$ cat src/rtl/tty_uart_rx.sv
// 8N1 serial receiver: synchronises the pad, samples each bit at its midpoint and
// emits the byte with a one-cycle strobe, or a one-cycle frame_err if the stop bit reads low.
module tty_uart_rx #(
  parameter int CLK_FREQ  = 100000000,
  parameter int BAUD_RATE = 230400
) (
  input  logic       clk,
  input  logic       rst,
  input  logic       pad,
  output logic [7:0] data,
  output logic       strobe,
  output logic       frame_err
);

  localparam int DIV  = (CLK_FREQ + BAUD_RATE / 2) / BAUD_RATE;
  localparam int HALF = DIV / 2;
  localparam int CW   = $clog2(DIV);

  localparam logic [2:0] S_IDLE  = 3'd0;
  localparam logic [2:0] S_START = 3'd1;
  localparam logic [2:0] S_DATA  = 3'd2;
  localparam logic [2:0] S_STOP  = 3'd3;
  localparam logic [2:0] S_BREAK = 3'd4;

  logic          pad_meta_q, pad_s_q;
  logic [2:0]    state_q, state_d;
  logic [CW-1:0] cnt_q, cnt_d;
  logic [2:0]    bitn_q, bitn_d;
  logic [7:0]    sh_q, sh_d;
  logic [7:0]    data_q, data_d;
  logic          strobe_q, strobe_d;
  logic          ferr_q, ferr_d;
  logic          tick;

  assign tick      = (cnt_q == '0);
  assign data      = data_q;
  assign strobe    = strobe_q;
  assign frame_err = ferr_q;

  always_comb begin
    state_d  = state_q;
    cnt_d    = cnt_q;
    bitn_d   = bitn_q;
    sh_d     = sh_q;
    data_d   = data_q;
    strobe_d = 1'b0;
    ferr_d   = 1'b0;
    case (state_q)
      S_IDLE: begin
        if (!pad_s_q) begin
          state_d = S_START;
          cnt_d   = CW'(HALF - 1);
        end
      end
      S_START: begin
        if (tick) begin
          // A start bit that has gone high again by mid-bit was only a glitch.
          if (!pad_s_q) begin
            state_d = S_DATA;
            cnt_d   = CW'(DIV - 1);
            bitn_d  = 3'd0;
          end else begin
            state_d = S_IDLE;
          end
        end else begin
          cnt_d = cnt_q - CW'(1);
        end
      end
      S_DATA: begin
        if (tick) begin
          sh_d   = {pad_s_q, sh_q[7:1]};
          bitn_d = bitn_q + 3'd1;
          cnt_d  = CW'(DIV - 1);
          if (bitn_q == 3'd7) state_d = S_STOP;
        end else begin
          cnt_d = cnt_q - CW'(1);
        end
      end
      S_STOP: begin
        if (tick) begin
          if (pad_s_q) begin
            data_d   = sh_q;
            strobe_d = 1'b1;
            state_d  = S_IDLE;
          end else begin
            ferr_d  = 1'b1;
            state_d = S_BREAK;
          end
        end else begin
          cnt_d = cnt_q - CW'(1);
        end
      end
      S_BREAK: begin
        // A line held low must return high before a new start bit is accepted.
        if (pad_s_q) state_d = S_IDLE;
      end
      default: state_d = S_IDLE;
    endcase
  end

  always_ff @(posedge clk) begin
    if (rst) begin
      pad_meta_q <= 1'b1;
      pad_s_q    <= 1'b1;
      state_q    <= S_IDLE;
      cnt_q      <= '0;
      bitn_q     <= 3'd0;
      sh_q       <= 8'h00;
      data_q     <= 8'h00;
      strobe_q   <= 1'b0;
      ferr_q     <= 1'b0;
    end else begin
      pad_meta_q <= pad;
      pad_s_q    <= pad_meta_q;
      state_q    <= state_d;
      cnt_q      <= cnt_d;
      bitn_q     <= bitn_d;
      sh_q       <= sh_d;
      data_q     <= data_d;
      strobe_q   <= strobe_d;
      ferr_q     <= ferr_d;
    end
  end

endmodule

$ cat config.mk
export PLATFORM = sky130hd
export DESIGN_NAME = tty_uart_rx
export DESIGN_NICKNAME = d
export VERILOG_FILES = /design/src/rtl/tty_uart_rx.sv
export SDC_FILE = /design/constraint.sdc
export NUM_CORES = 1
export LEC_CHECK = 0
export BUFFER_PORTS_ARGS = -buffer_cell sky130_fd_sc_hd__buf_2
export CAP_MARGIN = 25
export CORE_MARGIN = 1
export CORE_UTILIZATION = 53
export CTS_BUF_LIST = sky130_fd_sc_hd__clkbuf_16
export DETAILED_ROUTE_END_ITERATION = 8
export GPL_ROUTABILITY_DRIVEN = 0
export GPL_TIMING_DRIVEN = 0
export PLACE_DENSITY = 0.72
export SLEW_MARGIN = 20
export SYNTH_ARGS = -nofsm -noshare
export SYNTH_HDL_FRONTEND = slang
export SYNTH_SLANG_ARGS = --single-unit
$ cat constraint.sdc
create_clock -name clk -period 2.8 [get_ports clk]
set_clock_uncertainty 0.05 [all_clocks]
set_input_delay 0.42 -clock clk [delete_from_list [all_inputs] [get_ports clk]]
set_output_delay 0.42 -clock clk [all_outputs]
set_load 0.05 [all_outputs]
# Word level (Yosys, flattened, before mapping)
# Cells that the tools add are included.
[word_totals]
memories = 0
mem_bits_ro = 0
elab_cells = 58
ram_bits = 0
reg_bits = 35
latchBits = 0
[classes]
multipliers = 0
n_div = 0
n_mux = 21
order_cmp = 0
n_eq_ne = 14
bitwise_logic = 2
reduce_logical = 10
shift = 0
n_addsub = 2
[ops]
columns = ["op", "count"]
rows = [
  ["2-to-1 mux 9 bit", 5],
  ["case mux 9 bit (4 select lines)", 1],
  ["2-to-1 mux 3 bit", 10],
  ["!= test 2 bit (second input constant)", 8],
  ["case mux 3 bit (5 select lines)", 1],
  ["logical NOT 9 bit", 1],
  ["subtractor 9 x 1 -> 9 bit (second input constant)", 1],
  ["AND reduction 4 bit", 2],
  ["== test 3 x 2 -> 1 bit (second input constant)", 2],
  ["== test 3 bit (second input constant)", 2],
  ["case mux 3 bit (2 select lines)", 1],
  ["AND reduction 6 bit", 1],
  ["nonzero test 4 bit", 1],
  ["adder 3 x 1 -> 3 bit (second input constant)", 1],
  ["== test 3 x 1 -> 1 bit (second input constant)", 1],
  ["logical NOT 3 bit", 1],
  ["!= test 3 bit (second input constant)", 1],
  ["AND reduction 3 bit", 1],
  ["OR reduction 3 bit", 1],
  ["2-to-1 mux 1 bit", 2],
  ["2-to-1 mux 2 bit", 1],
  ["inverter 1 bit", 2],
  ["AND reduction 2 bit", 1],
  ["nonzero test 2 bit", 1],
]

# Logic depth before layout (Yosys ltp)
# Gate-level depths: netlist (run 1).
[logic_depth]
ltp_word = 4
ltp_mapped = 7
depth_no_buf = 6

# Worst setup path after synthesis (run 1)
# OpenSTA, ideal clock, no wires.
[synth_path]
path_type = "reg-to-reg"
from = "reg cnt_q[0]"
to = "reg cnt_q[4]"
t_arrival_ns = 1.690
period_less_slack_ns = 1.844
path_stages_with_launch = 7
setup_time_ns = 0.103
slack_ns = 0.956
path_cell_list = "dfxtp_1 inv_1 ha_1 or4b_4 nor4_4 nor4_1 a2111oi_2"
[synth_via]
elab_chain_cells = 3
elab_cells_between_ends = 9
cone_classes = "1 x add/sub; 2 x eq/ne; 4 x mux; 2 x reduce/logical"
[synth_lines]
columns = ["element", "line_no", "rtl"]
rows = [
  ["start: declaration", "27", "logic [CW-1:0] cnt_q, cnt_d;"],
  ["start signal: assignment", "116", "cnt_q <= cnt_d;"],
  ["subtractor 9 x 1 -> 9 bit / logical NOT 9 bit (equally long branches)", "--", ""],
  ["2-to-1 mux 9 bit (tied with other cells)", "80", "if (tick) begin"],
  ["case mux 9 bit (4 select lines) / AND reduction 4 bit (equally long branches)", "--", ""],
]
# Several ways; a longest one is shown, not always the timed one. The select of a mux whose other input is x is not followed.
# A chain may end at the register's enable or synchronous reset.

# Worst setup path in the final report (run 1)
[layout_path]
from = "reg cnt_q[0]"
to = "reg cnt_q[7]"
# The elaborated chain is that of the path after synthesis.

==> key figures, run 1 <==
Timing
  – Max_slew headroom: 0.504
  – Slew Limit Fails: 0
  – Fin crit period: about 2.2 ns
  – Worst-Margin Slew: approximately 0.74 ns
  – WHS: approximately 0.28 ns
  – RSZ-0062 raised after global routing: no
  – Final Setup Violations: 0
  – Setup_tns: 0 ns
  – Period utilisation layout: 0.785
  – Fin. Hold Viols: 0
  – FMAX: roughly 450 MHz

Placed design
  – IO buf count: 12
  – Placed Cells: approximately 240
  – Dpl hpwl: 2.52 mm

Synthesis
  – Register bit total from synthesis: 35
  – Post-synth EDFFs: 0
  – Yosys cell types: between 40 and 50
  – Syn Inst Count: 182
  – Ys async rst share: 0
  – Yosys warns: 0
  – Post-Syn Area per Cell: about 9.2 sq um
  – Synthesized cell area: ~1700 sq um
  – Syn Nets: roughly 190
  – Ys flop type: dfxtp_1
  – Post-synthesis sequential area ratio: 0.419

Outcome
  – Status: finished, final reports clean

Die
  – Initial core utilization: 0.553
  – IO Pins: 13
  – Row Count: 20
  – Die area: 3390 sq um
  – Die Y: slightly below 60 um
  – DIE WIDTH: between 50 and 60 um
  – Core Box Area: ~3000 sq um

Clock tree
  – Post-CTS Hold Fix Bufs: 0
  – Clk slew on worst S/H paths: 0.05 ns
  – Maximum clock path buffer count: 2
  – CTS tree: done
  – CTS buffer count: 5
  – Post-CTS Resized: 0
  – Worst skew pair latency: between 0.2 and 0.3 ns
  – Setup bufs post-CTS: 0
  – CTS sink cnt: 35
  – H-Tree Depth: 2
  – Root Driver: clkbuf_16

Power
  – Power Density: 650 nW/um^2
  – Maximum vdd drop: 351 uV
  – Pleak: between 0.7 and 0.8 nW

Critical path
  – CP cell instances: inv_1 > ha_1 > nor4b_4 > a21oi_1 > o21ai_1 > a221oi_1
  – FF-to-FF path depth: 6
  – Slowest stage cell on the critical path: nor4b_4
  – CP bufs+invs: 1
  – CP Max Fanout: 10
  – Reg2Reg Capture Point: cnt_q[7]$_SDFFE_PP0P_
  – CP Class: flop to flop
  – Crit path largest cell delay: approximately 0.50 ns
  – Largest delay contributor family on the critical path: compound AO/OA/AOI/OAI gates
  – Critical path capture point type: flop
  – Critical Path AT: between 2 and 2.5 ns
  – Startpoint types: flop
  – CP Data Required Time: approximately 2.9 ns
  – RR Startpoint: cnt_q[0]$_SDFFE_PP0P_
  – R2R Setup Slk: about 0.60 ns

Finish
  – Fin nets: about 210
  – Fin util: 0.639
  – Layout cell share with drive strength beyond 1: 0.163
  – FILL cells: around 250
  – Ant diodes: 0
  – Synth-to-Final Area Change: 15.5%
  – Post-Layout Cell Count: between 200 and 250

Hold path
  – Hold path cells: 2
  – Hold path start: pad
  – WHS Endpoint: pad_meta_q$_SDFF_PP1_
  – Hold Crit Class: input port to flop

Run
  – Total of max-cap violations: 0

Route
  – WL final: between 3 and 4 mm
  – DRC violations left: 0
  – Detailed-route via count: ~1500
  – Routed vias/inst: 5.90
  – DRT Pass-1 Iters: 4
  – Drt wl/cell: about 14 um
  – DRT iter0 DRCs: 66
  – Routed Antenna Nets: 0

Global routing
  – Largest net degree at the start of global routing: 13
  – First-pass GRT wire length: between 6 and 7 mm
  – Tot GR Track Use: 0.237
  – GRT overflow: 0
  – Vias in the first global route: 1355
  – Initial antenna violation count: 0
==> worst max path at each step <==
stage,from,endpoint,slack (ns),cells past startpoint
final,cnt_q[0]$_SDFFE_PP0P_,cnt_q[7]$_SDFFE_PP0P_,0.60,6
after global routing,cnt_q[0]$_SDFFE_PP0P_,cnt_q[7]$_SDFFE_PP0P_,0.39,6
after CTS,cnt_q[0]$_SDFFE_PP0P_,cnt_q[7]$_SDFFE_PP0P_,0.64,6
after detailed placement,cnt_q[0]$_SDFFE_PP0P_,cnt_q[7]$_SDFFE_PP0P_,0.64,6
after global placement,cnt_q[0]$_SDFFE_PP0P_,cnt_q[7]$_SDFFE_PP0P_,0.70,6
after floorplan,cnt_q[0]$_SDFFE_PP0P_,cnt_q[4]$_SDFFE_PP0P_,0.96,6
==> registers in the layout (all words and copies together), names as in the netlist, 3 cells and up <==
name     count
data         8
sh_q         8
bitn_q       3
state_q      3
cnt_q        9
==> cell usage after synthesis, types with 4 or more instances <==
cell	n	area, sq um
mux2i_1	11	110
clkbuf_1	6	22.5
a21oi_1	12	60.1
inv_1	8	30.0
a22oi_1	5	37.5
dfxtp_1	35	701
ha_1	4	50.1
nor3_1	5	25.0
nand2_1	20	75.1
nand3_1	7	35.0
nor2_1	15	56.3
==> cell usage in the layout, fill, tap and decap left out, types with 6 or more instances in the layout <==
| cell type | n |
|---|---|
| a21oi_1 | 12 |
| clkbuf_1 | 6 |
| mux2i_1 | 11 |
| nand2_1 | 20 |
| nor2_1 | 15 |
| inv_1 | 8 |
| nand3_1 | 7 |
| dfxtp_1 | 35 |
| buf_2 | 13 |
==> cell type report <==
class	count	area [sq um]	share of cell area
multi-input combinational	131	912	0.472
sequential	35	701	0.362
clock buffer	5	125	0.0647
timing repair buffer	12	60.1	0.0310
tap	44	55.1	0.0285
buffer	8	31.3	0.0162
inverter	8	30.0	0.0155
clock inverter	3	20.0	0.0103
==> cells by family after synthesis <==
group           synth area share
compound gates             0.182
mux                       0.0658
flops                      0.419
fa+ha+maj                 0.0299
buf+inv                   0.0366
simple gates               0.268
==> routing by layer <==
layer	track usage	up-vias	share of wire
met5	0	-	0
met4	0.150	0	0.024
met3	0.0647	11	0.048
met2	0.346	45	0.46
met1	0.307	688	0.47
li1	-	707	-
==> metrics by stage <==
stage,power [mW],cell area [sq um],worst slack [ns]
floorplan,0.693,1670,0.956
global placement,0.727,1790,0.702
detailed placement,0.732,1790,0.644
CTS,1.27,1930,0.640
global route,1.31,1930,0.391
finish,1.26,1930,0.601
==> power by group <==
part	total, mW	internal [mW]	switching, mW
clock network	0.531	0.327	0.204
registers	0.532	0.512	0.0197
logic	0.195	0.0757	0.119
total	1.26	0.915	0.343
Note: power is estimated with default switching activity, not from simulation.
==> inputs of run 2 (changes only) <==
ABC_AREA = 1   (was unset)
PLACE_DENSITY = 0.75   (was 0.72)
clock period = 2 ns   (was 2.8 ns; I/O delays follow)
==> run 2 against run 1 <==
Against the previous run: wire length fell by 12%; critical path type unchanged; cell area rose by 0.84%; combinational power rose to 6.8 times the previous value; clock power rose by 36%; hold slack got worse by 0.12 ns; utilization barely moved; synthesized area rose by 1.2%; synthesized cell count rose by 19%; setup slack got worse by 0.32 ns; via count fell by 4.5%.
==> key figures, run 2 <==
Finish
  – FILL cells: 293 (+16%)
  – Layout cell share with drive strength beyond 1: 0.203 (+0.0400)
  – Commonest non-fill, non-tap cell in the layout: nor2_1
  – Post-Layout Cell Count: 280 (+14%)
  – Synth-to-Final Area Change: 15.1%
  – Fin util: 0.639 (about the same)
  – Ant diodes: 0 (unchanged)
  – Fin nets: 242 (+16%)
  – Reg with most FFs: cnt_q
  – Most frequent cells in the layout: nor2_1, dfxtp_1, nand2_1
  – Max reg flops: 9 (unchanged)
  – Fin area: 1950 sq um (+0.84%)

Clock tree
  – Post-CTS Hold Fix Bufs: 0 (unchanged)
  – CTS buffer count: 5 (unchanged)
  – CTS tree: done
  – Root Driver: clkbuf_16
  – Clk slew on worst S/H paths: 0.05 ns (about the same)
  – Maximum clock path buffer count: 2 (unchanged)
  – CTS sink cnt: 35 (unchanged)
  – Post-CTS Resized: 0 (unchanged)
  – Setup bufs post-CTS: 0 (unchanged)
  – H-Tree Depth: 2 (unchanged)
  – Worst skew pair latency: 0.27 ns (about the same)

Timing
  – Final Setup Violations: 0 (unchanged)
  – Crit path setup slack, layout: 0.283 ns (-0.319 ns)
  – Fin. Hold Viols: 0 (unchanged)
  – WHS: 0.155 ns (-0.124 ns)
  – Slew Limit Fails: 0 (unchanged)
  – RSZ-0062 raised after global routing: no
  – Worst-Margin Slew: 0.665 ns (-0.0724 ns)
  – Setup_tns: 0 ns (unchanged)
  – Fin crit period: 1.72 ns (-0.481 ns)
  – Period utilisation layout: 0.859 (+0.0735)
  – FMAX: 582 MHz (+28%)
  – Max_slew headroom: 0.557 (+0.0528)

Die
  – Die area: 3430 sq um (+1.2%)
  – DIE WIDTH: 58.5 um (+0.58%)
  – IO Pins: 13 (unchanged)
  – Initial core utilization: 0.555 (+0.00203)
  – Row Count: 20 (unchanged)
  – Core Box Area: 3050 sq um (+0.83%)
  – Die Y: 58.5 um (+0.58%)

Run
  – Total of max-cap violations: 0 (unchanged)

Critical path
  – CP Data Required Time: 2.08 ns (-0.80 ns)
  – CP Max Fanout: 10 (unchanged)
  – R2R Setup Slk: 0.28 ns (-0.32 ns)
  – Critical Path AT: 1.80 ns (-0.48 ns)
  – Critical path capture point type: flop
  – Startpoint types: flop
  – CP Class: flop to flop

Outcome
  – Status: finished, final reports clean

Synthesis
  – Syn Nets: 223 (+18%)
  – Register bit total from synthesis: 35 (unchanged)
  – Ys flop type: dfxtp_1
  – Most common cell in the synthesized netlist: nor2_1
  – Post-synth EDFFs: 0 (unchanged)
  – Synthesized cell area: 1690 sq um (+1.2%)
  – Top post-synthesis cells by area: dfxtp_1, nor2_1, nand2_1
  – Largest area contributor in the netlist: dfxtp_1
  – Top cell type's share of synthesized area: 0.414 (-0.00495)
  – Syn Inst Count: 216 (+19%)
  – Ys async rst share: 0 (unchanged)
  – Post-synthesis sequential area ratio: 0.414 (-0.00495)
  – Yosys cell types: 30 (-39%)
  – Yosys warns: 0 (unchanged)
  – Post-Syn Area per Cell: 7.84 sq um (-15%)
  – Post-synth top cells: nor2_1, dfxtp_1, nand2_1

Route
  – DRT Pass-1 Iters: 4 (unchanged)
  – DRT iter0 DRCs: 43 (-35%)
  – Detailed-route via count: 1385 (-4.5%)
  – Routed vias/inst: 4.95 (-16%)
  – DRC violations left: 0 (unchanged)
  – Routed Antenna Nets: 0 (unchanged)
  – Drt wl/cell: 11.1 um (-23%)
  – WL final: 3.10 mm (-12%)

Global routing
  – GRT overflow: 0 (unchanged)
  – Initial antenna violation count: 0 (unchanged)
  – First-pass GRT wire length: 5.22 mm (-14%)
  – Vias in the first global route: 1173 (-13%)
  – Tot GR Track Use: 0.206 (-0.0311)
  – Largest net degree at the start of global routing: 12 (-1)

Placed design
  – Placed inst area: 1810 sq um (+1.1%)
  – DP Worst Slack: 0.292 ns (-0.353 ns)
  – Placed Cells: 272 (+14%)
  – Dpl hpwl: 2.25 mm (-11%)
  – IO buf count: 12 (unchanged)

Power
  – Pleak: 0.865 nW (+10%)
  – Maximum vdd drop: 797 uV (+130%)
  – Switching power: 1.26 mW (+270%)
  – Combinational share of power: 0.443 (+0.288)
  – Sw Ratio: 0.419 (+0.147)
  – Cell internal pwr: 1.74 mW (+90%)
  – Power Density: 1540 nW/um^2 (+140%)
  – Clock power frac: 0.242 (-0.180)
  – Power Total: 3.00 mW (+140%)
  – Sequential group share of total power: 0.316 (-0.107)

Hold path
  – Hold Crit Class: input port to flop
run 2: metal layers:
metal	wire length (um)	global-route usage	vias up	share of wire
met5	0	0	-	0
met4	48	0.0714	0	0.015
met3	76	0.0725	6	0.025
met2	1400	0.319	18	0.45
met1	1570	0.267	623	0.51
li1	-	-	738	-
run 2: worst paths after layout:
kind                              start               endpoint  cells after the start
setup / recovery  cnt_q[0]$_SDFFE_PP0P_   data[3]$_SDFFE_PP0P_                     10
hold / removal                      pad  pad_meta_q$_SDFF_PP1_                      2
setup reg to reg  cnt_q[0]$_SDFFE_PP0P_   data[3]$_SDFFE_PP0P_                     10
hold reg to reg   pad_meta_q$_SDFF_PP1_     pad_s_q$_SDFF_PP1_                      1
run 2: logic make-up (layout without fill, tap and decap cells):
group / count (synthesis) / count (layout) / synth area share
compound gates: 43 / 43 / 0.165
xor+xnor: 4 / 4 / 0.0207
fa+ha+maj: 4 / 4 / 0.0295
buf+inv: 34 / 54 / 0.0827
flops: 35 / 35 / 0.414
simple gates: 96 / 96 / 0.289
run 2: cell type report:
class	count	area [sq um]	share of cell area
Multi-Input combinational cell	147	853	0.437
Sequential cell	35	701	0.359
Clock buffer	5	125	0.0641
Inverter	29	110	0.0564
Timing Repair Buffer	12	60.1	0.0308
Tap cell	44	55.1	0.0282
Buffer	5	30.0	0.0154
Clock inverter	3	16.3	0.00834
run 2: power groups by stage:
stage | clock network (mW) | logic [mW] | registers, mW
3_3_place_gp | 0 | 1.30 | 0.956
6_report | 0.724 | 1.33 | 0.946
5_1_grt | 0.772 | 1.52 | 0.963
4_1_cts | 0.741 | 1.33 | 0.945
2_1_floorplan | 0 | 1.08 | 0.970
3_5_place_dp | 0 | 1.32 | 0.957
run 2: worst max-delay path, cell delays in order (launching register included):
cell,delay (ns)
dfxtp_1,0.32
inv_1,0.11
ha_1,0.18
inv_1,0.04
nor2_1,0.16
nand2_4,0.09
nor2_8,0.14
nand3_4,0.13
buf_6,0.19
nor2_1,0.12
a211oi_2,0.04
